$ cat config.mk
export PLATFORM = sky130hd
export DESIGN_NAME = ifetch_unit
export DESIGN_NICKNAME = d
export VERILOG_FILES = /design/src/rtl/mips_pkg.sv /design/src/rtl/fetch_fifo.sv /design/src/rtl/ifetch_unit.sv
export SDC_FILE = /design/constraint.sdc
export NUM_CORES = 1
export LEC_CHECK = 0
export BUFFER_PORTS_ARGS = -buffer_cell sky130_fd_sc_hd__buf_2
export CELL_PAD_IN_SITES_DETAIL_PLACEMENT = 1
export CELL_PAD_IN_SITES_GLOBAL_PLACEMENT = 1
export CORE_AREA = 2 2 137 139
export CTS_CLUSTER_SIZE = 25
export DETAILED_ROUTE_END_ITERATION = 8
export DIE_AREA = 0 0 139 141
export PLACE_DENSITY_LB_ADDON = 0.1
export SYNTH_ARGS = -nofsm -noshare
export SYNTH_HDL_FRONTEND = slang
export SYNTH_HIERARCHICAL = 1
export SYNTH_SLANG_ARGS = --single-unit
$ cat constraint.sdc
create_clock -name clk -period 4.92 [get_ports clk]
set_input_delay 0.984 -clock clk [delete_from_list [all_inputs] [get_ports clk]]
set_output_delay 0.984 -clock clk [all_outputs]
set_load 0.05 [all_outputs]
$ cat src/rtl/mips_pkg.sv
// Shared constants for the instruction fetch front end.
package mips_pkg;
  localparam int          INSTR_W          = 32;
  localparam logic [31:0] RESET_PC_DEFAULT = 32'h0000_0000;
  localparam int          PC_INC           = 4;
endpackage

$ cat src/rtl/fetch_fifo.sv
// Prefetch FIFO holding {pc, instr} pairs; the head is read straight from registered storage.
module fetch_fifo
  import mips_pkg::*;
#(
  parameter int DEPTH  = 2,
  parameter int ADDR_W = 32,
  localparam int PW    = $clog2(DEPTH),
  localparam int CW    = $clog2(DEPTH) + 1
) (
  input  logic               clk,
  input  logic               reset,
  input  logic               push,
  input  logic               pop,
  input  logic               flush,
  input  logic [ADDR_W-1:0]  push_pc,
  input  logic [INSTR_W-1:0] push_instr,
  output logic [ADDR_W-1:0]  head_pc,
  output logic [INSTR_W-1:0] head_instr,
  output logic [CW-1:0]      count,
  output logic               full,
  output logic               empty
);

  logic [ADDR_W-1:0]  pc_mem    [DEPTH];
  logic [INSTR_W-1:0] instr_mem [DEPTH];
  logic [PW-1:0]      wr_ptr;
  logic [PW-1:0]      rd_ptr;

  always_ff @(posedge clk) begin
    if (reset) begin
      wr_ptr <= '0;
      rd_ptr <= '0;
      count  <= '0;
      // Storage is cleared so the head reads zero straight out of reset.
      for (int i = 0; i < DEPTH; i++) begin
        pc_mem[i]    <= '0;
        instr_mem[i] <= '0;
      end
    end else if (flush) begin
      wr_ptr <= '0;
      rd_ptr <= '0;
      count  <= '0;
    end else begin
      if (push) begin
        pc_mem[wr_ptr]    <= push_pc;
        instr_mem[wr_ptr] <= push_instr;
        wr_ptr            <= wr_ptr + PW'(1);
      end
      if (pop) rd_ptr <= rd_ptr + PW'(1);
      count <= count + CW'(push) - CW'(pop);
    end
  end

  assign head_pc    = pc_mem[rd_ptr];
  assign head_instr = instr_mem[rd_ptr];
  assign full       = (count == CW'(DEPTH));
  assign empty      = (count == '0);

endmodule

$ cat src/rtl/ifetch_unit.sv
// Instruction fetch front end: PC register, imem request and prefetch FIFO towards decode.
module ifetch_unit
  import mips_pkg::*;
#(
  parameter int                ADDR_W   = 32,
  parameter logic [ADDR_W-1:0] RESET_PC = ADDR_W'(RESET_PC_DEFAULT),
  parameter int                DEPTH    = 2
) (
  input  logic               clk,
  input  logic               reset,
  input  logic               fetch_en,
  output logic [ADDR_W-1:0]  imem_a,
  input  logic [INSTR_W-1:0] imem_rd,
  input  logic               redirect_valid,
  input  logic [ADDR_W-1:0]  redirect_pc,
  output logic               instr_valid,
  input  logic               instr_ready,
  output logic [INSTR_W-1:0] instr,
  output logic [ADDR_W-1:0]  instr_pc,
  output logic               misalign
);

  localparam int CW = $clog2(DEPTH) + 1;

  logic [ADDR_W-1:0] pc;
  logic              push;
  logic              pop;
  logic              full;
  logic              empty;
  logic [CW-1:0]     count;

  // A redirect suppresses both sides of the handshake; the FIFO is flushed anyway.
  assign pop  = instr_valid & instr_ready & ~redirect_valid;
  assign push = fetch_en & ~redirect_valid & (~full | pop);

  always_ff @(posedge clk) begin
    if (reset) begin
      pc       <= RESET_PC;
      misalign <= 1'b0;
    end else begin
      misalign <= redirect_valid & (|redirect_pc[1:0]);
      if (redirect_valid)
        pc <= {redirect_pc[ADDR_W-1:2], 2'b00};
      else if (push)
        pc <= pc + ADDR_W'(PC_INC);
    end
  end

  assign imem_a      = pc;
  assign instr_valid = ~empty;

  fetch_fifo #(
    .DEPTH  (DEPTH),
    .ADDR_W (ADDR_W)
  ) u_fifo (
    .clk        (clk),
    .reset      (reset),
    .push       (push),
    .pop        (pop),
    .flush      (redirect_valid),
    .push_pc    (pc),
    .push_instr (imem_rd),
    .head_pc    (instr_pc),
    .head_instr (instr),
    .count      (count),
    .full       (full),
    .empty      (empty)
  );

endmodule

; Yosys cells after proc, flatten, opt, wreduce, memory -nomap -nowiden
; Memories as Yosys holds them, arrays and structs flattened. A register that Yosys moved wholly into a read port is not among the register bits.
; Cells that the tools add are included.
; Widths: inputs -> output; s select.
[totals]
inputBits = 69
mem_count = 2
output_inout_bits = 98
ramBits = 128
word_cells = 47
register_bits = 37
[op_classes]
eq_ne = 1
n_addsub = 5
n_reduce_logical = 6
bitwise_logic = 9
mux = 18
[memory_table]
columns = memory, depth, width, rd, rd_ports_with_merged_regs, wr, line
row1 = u_fifo.instr_mem, 2, 32, 1, 1, 2, fetch_fifo.sv:25  ; logic [INSTR_W-1:0] instr_mem [DEPTH];
row2 = u_fifo.pc_mem, 2, 32, 1, 1, 2, fetch_fifo.sv:24  ; logic [ADDR_W-1:0] pc_mem [DEPTH];
[op_table]
columns = op, count
row1 = $mux 32, 4
row2 = $reduce_or 32->1, 2
row3 = $add 32x3->32 const B, 1
row4 = $mux 1, 14
row5 = $and 1x1->1, 5
row6 = $reduce_or 2->1, 2
row7 = $not 1->1, 3
row8 = $add 1x1->1 const B, 2
row9 = $add 2x1->2, 1
row10 = $eq 2x2->1 const B, 1
row11 = $logic_not 2->1, 1
row12 = $reduce_bool 2->1, 1
row13 = $sub 2x1->2, 1
row14 = $or 1x1->1, 1

; Logic depth before layout (Yosys ltp)
; Gate-level depths: netlist (run 1).
[depth]
depth_word = 12
ltp_mapped = 9
depth_no_buf = 8

; Cells and area by module
; The synthesis (run 1) kept the hierarchy.
[by_module_without_submodules]
columns = module, cells_each, n_inst, seq_area_each_um2, area_each_um2
row1 = fetch_fifo, 380, 1, 3943.8, 5889.4
row2 = ifetch_unit, 249, 1, 620.6, 1998.2

; Least setup slack after synthesis (run 1)
; No wires, ideal clock.
[synth_timing]
path_kind = input-to-reg
startpoint = input instr_ready
endpoint = memory u_fifo.instr_mem[0][0], enable pin
arrival_time_ns = 3.720
path_stages = 7
path_buffers = 2
slack_ns = 0.779
required_ns = 4.499
setup_ns = 0.421
path_cell_list = or2b_1 -> clkbuf_1 -> a21boi_0 -> and2_1 -> nor2b_1 -> clkbuf_1 -> a21o_1
[synth_rtl]
columns = item, line
row1 = start: declaration, ifetch_unit.sv:17  ; input logic instr_ready,
row2 = end: declaration, fetch_fifo.sv:25

==> impl_metrics.csv, run 1 <==
group,metric,value,unit
global_routing,use_met3,0.0442,
worst_setup_path,cp_cell_sequence,"buf_2 > or2b_1 > a21boi_0 > and2_1 > nor2b_4 > a21o_2 > buf_4",
timing,final.period_utilization,0.658,
placed_design,io_buffers,164,
timing,finalCriticalPeriod,3.24,ns
routing,via_per_inst,5.61,
logic_synthesis,syn_area_per_cell,12.5,µm²
global_routing,grt_pass1_vias,5910,
logic_synthesis,synth.top_cell.area_share,0.487,
worst_setup_path,ff2ff_setup_slack,1.85,ns
worst_setup_path,crit_fanout,25,
placed_design,dp.final_hpwl,12900,µm
worst_setup_path,critPathMaxStageDelay,0.55,ns
floorplan,core,0.0183,mm²
placed_design,gp_congestion,0.758,
worst_setup_path,crit_family,"compound AO/OA/AOI/OAI gates",
worst_setup_path,r2r-end,"u_fifo/instr_mem[0][29]$_SDFFCE_PN0P_",
routing,drt_iter0_drc,218,
placed_design,placedCellCount,985,
worst_setup_path,timing.critical_path.buf_inv,2,
timing,hold_violations,0,
clock_tree,cts_sinks,164,
routing,dr.pass1.iters,4,
cells_and_area,antennaDiodeCount,0,
pwr,ir_drop,0.000237,V
logic_synthesis,synth_cells,629,
worst_setup_path,start_kind,"primary input",
cells_and_area,drive_gt1_frac,0.357,
routing,ant_nets,0,
logic_synthesis,synth_ff_type,"edfxtp_1",
timing,maxSlewViolCount,0,
floorplan,die-height,141,µm
hold_path,whs_path_depth,2,
floorplan,rows,50,
routing,num_vias,5700,
clock_tree,clk_pin_slew,0.06,ns
logic_synthesis,synth_top_area_cell,"edfxtp_1",
outcome,status,"completed",
logic_synthesis,synthTopCellsByArea,"edfxtp_1 (49%), and3_1 (11%), dfxtp_1 (9.1%)",
floorplan,die-width,139,µm
floorplan,fp.dieArea,0.0196,mm²
global_routing,grtUsageMet2,0.353,
clock_tree,numCtsBuffers,17,
timing,setup_slack,1.68,ns
global_routing,grt_util_met1,0.259,
clock_tree,postCtsHoldBufs,0,
global_routing,antenna_found_initial,0,
global_routing,track_usage,0.204,
timing,max_freq,309,MHz
routing,wl_per_cell,19.8,µm
timing,fin_tns_setup,0,ns
timing,slew_headroom,0.264,
global_routing,gr-total-overflow,0,
global_routing,grt_pass1_wl,31500,µm
timing,grt_setup_unrepaired,"no",
cells_and_area,final_cell_mix,"buf_2 (164), and3_1 (138), edfxtp_1 (128)",
floorplan,start_util,0.432,
floorplan,pin_count,167,
cells_and_area,stdcell_count,1016,
logic_synthesis,synth_edf_count,128,
timing,setup_violations,0,
worst_setup_path,reg2reg_depth,7,
hold_path,hold_start,"u_fifo/rd_ptr$_SDFFE_PP0P_",
logic_synthesis,ys_warn_count,6,
worst_setup_path,path_class,"in -> reg",
placed_design,placed_cell_area,0.00875,mm²
global_routing,grt_max_degree,104,
cells_and_area,syn_to_final_growth,18.4,%
timing,skew,0.00812,ns
clock_tree,cts_buffer_depth,2,
logic_synthesis,seq_area_frac_synth,0.579,
clock_tree,cts_tree,"yes",
clock_tree,post-cts-setup-buffers,0,
logic_synthesis,synth-async-reset-ratio,0,
logic_synthesis,synth_cell_type_count,55,
cells_and_area,final_common_cell,"buf_2",
timing,worstMarginPinSlew,1.10,ns
cells_and_area,postLayoutCellArea,0.00934,mm²
hold_path,hp-class,"reg -> reg",
routing,wl,20100,µm
logic_synthesis,syn_area,0.00789,mm²
routing,drc_errors,0,
clock_tree,root_buffer,"clkbuf_16",
logic_synthesis,ys_ff_latch,164,
clock_tree,htreeDepth,4,
placed_design,preCtsSetupSlack,1.22,ns
worst_setup_path,r2r_start,"u_fifo/count[1]$_SDFF_PP0_",
cells_and_area,fin_util,0.511,
job,maxCapViolCount,0,
worst_setup_path,end_kind,"register",
cells_and_area,layout.nets,842,
pwr,p_leak,4.18,nW
pwr,power_density,361,mW/mm²
worst_setup_path,crit_slowest_cell,"a21o_2",
clock_tree,clk_latency,0.42,ns
worst_setup_path,worstPathArrival,3.33,ns
global_routing,top_usage_layer,"met2",
clock_tree,cts_resized,0,
worst_setup_path,required,5.02,ns
## registers in the layout (all words and copies together) (netlist names), named ones only
name	cells
u_fifo/rd_ptr	1
imem_a	30
u_fifo/instr_mem	64
u_fifo/count	2
u_fifo/wr_ptr	1
misalign	1
u_fifo/pc_mem	64
## per-stage QoR
stage / hold slack (ns) / power, mW
2_1_floorplan: 0.518 / 1.94
3_3_place_gp: 0.530 / 2.06
3_5_place_dp: 0.544 / 2.07
4_1_cts: 0.596 / 3.40
5_1_grt: 0.612 / 3.48
6_report: 0.585 / 3.37
## kinds of logic after synthesis
| logic type | share of synthesized area |
|---|---|
| buffers and inverters | 0.0544 |
| DFF | 0.579 |
| muxes | 0.0926 |
| AOI/OAI and AO/OA | 0.0714 |
| adders and majority gates | 0.00476 |
| xor gates and xnor gates | 0.0140 |
| other | 0.000475 |
| and+or+nand+nor | 0.184 |
## cell type report
class | count | area [µm²]
fill | 1939 | 8930
timing repair buffer | 172 | 893
sequential | 164 | 4570
clock inverter | 13 | 158
tap | 234 | 293
clock buffer | 18 | 429
multi-input combinational | 398 | 2930
inverter | 17 | 63.8
## metal layers
| layer | vias up | wire [µm] |
|---|---|---|
| li1 | 2681 | - |
| met1 | 2851 | 8920 |
| met2 | 147 | 10100 |
| met3 | 21 | 899 |
| met4 | 0 | 236 |
| met5 | - | 0 |
## how the worst max path moves through the flow
| stage | end | slack [ns] | start | depth (start not counted) |
|---|---|---|---|---|
| 2_1_floorplan | u_fifo/instr_mem[0][0]$_SDFFCE_PN0P_ | 0.78 | instr_ready | 7 |
| 3_3_place_gp | u_fifo/instr_mem[0][20]$_SDFFCE_PN0P_ | 1.35 | instr_ready | 7 |
| 3_5_place_dp | u_fifo/pc_mem[0][8]$_SDFFCE_PN0P_ | 1.22 | instr_ready | 7 |
| 4_1_cts | u_fifo/pc_mem[0][14]$_SDFFCE_PN0P_ | 1.67 | instr_ready | 7 |
| 5_1_grt | u_fifo/pc_mem[0][8]$_SDFFCE_PN0P_ | 1.49 | instr_ready | 7 |
| 6_report | u_fifo/instr_mem[0][29]$_SDFFCE_PN0P_ | 1.68 | instr_ready | 7 |
## Yosys cell counts (2+ instances only)
library cell	count
and3_1	138
edfxtp_1	128
mux2_2	64
dfxtp_1	36
nor2_1	26
clkbuf_1	17
a211oi_1	16
inv_1	15
buf_6	14
nor3_1	14
a311oi_1	13
nand2_1	11
and4_1	10
buf_4	10
nand4_1	10
clkbuf_2	9
nor2b_1	8
xnor2_1	8
a21oi_1	7
o31ai_1	7
nand3_1	6
a2111oi_0	5
o21ai_0	5
and2_1	4
buf_2	4
or3_1	4
ha_1	3
or4_1	3
a21o_1	2
a311o_1	2
and3_4	2
nor4_1	2
o2111a_1	2
o211ai_1	2
xor2_1	2
## tightest hold or removal path: stages, from the launching register on
cell and delay, ns:
dfxtp_1 0.33, xnor2_1 0.16, nor3_1 0.06
## power by group
part / switching, mW / leakage, nW / internal [mW]
sequential: 0.0552 / 1.63 / 1.56
combinational: 0.312 / 2.27 / 0.113
clock: 0.535 / 0.282 / 0.794
Note: power is estimated with default switching activity, not from simulation.
==> run 2: changes to the inputs <==
==> constraint.sdc (replaced) <==
create_clock -name clk -period 3.29 [get_ports clk]
set_input_delay 0.658 -clock clk [delete_from_list [all_inputs] [get_ports clk]]
set_output_delay 0.658 -clock clk [all_outputs]
set_load 0.05 [all_outputs]
==> impl_metrics.csv, run 2 (synthesis gave the netlist of run 1 again) <==
group,metric,value,unit
routing,drt_iter0_drc,281,
cells_and_area,final_common_cell,"buf_2",
routing,wl_per_cell,19.3,µm
global_routing,antenna_found_initial,0,
clock_tree,root_buffer,"clkbuf_16",
clock_tree,clk_pin_slew,0.07,ns
timing,slew_headroom,0.575,
cells_and_area,syn_to_final_growth,19.0,%
timing,grt_setup_unrepaired,"no",
routing,ant_nets,0,
hold_path,hp-class,"in -> reg",
clock_tree,post-cts-setup-buffers,0,
clock_tree,cts_tree,"yes",
placed_design,io_buffers,164,
global_routing,grt_pass1_vias,5999,
timing,setup_slack,0.588,ns
timing,worstMarginPinSlew,0.637,ns
routing,dr.pass1.iters,4,
outcome,status,"completed",
cells_and_area,layout.nets,847,
cells_and_area,multi_input_area,0.00293,mm²
routing,num_vias,5673,
timing,setup_violations,0,
placed_design,preCtsSetupSlack,0.421,ns
floorplan,start_util,0.432,
timing,max_freq,370,MHz
timing,final.period_utilization,0.821,
placed_design,dp.final_hpwl,12600,µm
global_routing,grt_max_degree,129,
placed_design,gp_congestion,0.777,
timing,finalCriticalPeriod,2.70,ns
job,maxCapViolCount,0,
clock_tree,cts_buffer_depth,2,
pwr,power_density,530,mW/mm²
worst_setup_path,crit_fanout,44,
pwr,total_power,4.98,mW
floorplan,pin_count,167,
global_routing,track_usage,0.204,
cells_and_area,drive_gt1_frac,0.362,
timing,fin_tns_setup,0,ns
cells_and_area,regArea,0.00457,mm²
worst_setup_path,path_class,"reg -> out",
routing,via_per_inst,5.55,
floorplan,rows,50,
global_routing,gr-total-overflow,0,
global_routing,grt_pass1_wl,31500,µm
floorplan,die-height,141,µm
placed_design,placed_cell_area,0.00882,mm²
clock_tree,numCtsBuffers,17,
routing,drc_errors,0,
floorplan,core,0.0183,mm²
clock_tree,htreeDepth,4,
timing,maxSlewViolCount,0,
clock_tree,clk_latency,0.43,ns
worst_setup_path,start_kind,"register",
clock_tree,cts_resized,0,
clock_tree,postCtsHoldBufs,0,
worst_setup_path,worstPathArrival,2.04,ns
clock_tree,cts_sinks,164,
pwr,ir_drop,0.000419,V
placed_design,placedCellCount,990,
cells_and_area,fill_cells,1937,
worst_setup_path,required,2.63,ns
timing,hold_violations,0,
floorplan,die-width,139,µm
cells_and_area,antennaDiodeCount,0,
floorplan,fp.dieArea,0.0196,mm²
pwr,p_leak,4.20,nW
cells_and_area,final_cell_mix,"buf_2 (164), and3_1 (138), edfxtp_1 (128)",
routing,wl,19800,µm
cells_and_area,stdcell_count,1022,
timing,skew,0.0142,ns
cells_and_area,postLayoutCellArea,0.00939,mm²
worst_setup_path,end_kind,"output port",
-- run 2: cell count changes in the layout (fill, tap and decap cells not counted) --
cell / before / now
dfxtp_4: 1 / 0
bufinv_16: 3 / 2
clkinv_2: 2 / 3
inv_6: 2 / 1
clkinv_1: 3 / 2
buf_12: 1 / 4
clkbuf_1: 1 / 2
dfxtp_2: 0 / 1
buf_4: 7 / 9
clkinvlp_4: 2 / 4
-- run 2: routing by layer --
metal | up-vias | wire [µm] | track usage
li1 | 2687 | - | -
met2 | 142 | 9960 | 0.351
met1 | 2829 | 8840 | 0.263
met3 | 15 | 758 | 0.0384
met4 | 0 | 213 | 0.0617
met5 | - | 0 | 0
-- run 2: layout make-up --
class / count / share of cell area
sequential: 164 / 0.486
timing repair buffer: 177 / 0.103
clock inverter: 13 / 0.0144
tap: 234 / 0.0312
multi-input combinational: 398 / 0.312
inverter: 17 / 0.00680
clock buffer: 19 / 0.0461
-- run 2: worst max-delay path, cell delays in order (launching register included) --
cell and delay (ns):
dfxtp_2 0.67, buf_12 0.32, mux2_2 0.39, buf_2 0.21
-- run 2: worst paths after layout --
path	end	slack, ns	from	depth (start not counted)
min	misalign$_SDFF_PP0_	0.49	redirect_pc[0]	3
max reg2reg	u_fifo/pc_mem[0][13]$_SDFFCE_PN0P_	0.70	u_fifo/count[1]$_SDFF_PP0_	7
max	instr[14]	0.59	register	3
min reg2reg	register	0.56	u_fifo/rd_ptr$_SDFFE_PP0P_	2
-- run 2: through the flow --
step | util | hold WS (ns)
after floorplan | - | 0.518
after global placement | 0.483 | 0.535
after detailed placement | 0.483 | 0.540
after CTS | 0.514 | 0.479
after global routing | 0.514 | 0.494
final | 0.514 | 0.489
-- run 2: report_power, final --
| group | leakage (nW) | total [mW] | switching [mW] | internal, mW |
|---|---|---|---|---|
| clock | 0.267 | 1.93 | 0.814 | 1.11 |
| sequential | 1.63 | 2.41 | 0.0791 | 2.33 |
| combinational | 2.31 | 0.642 | 0.467 | 0.174 |
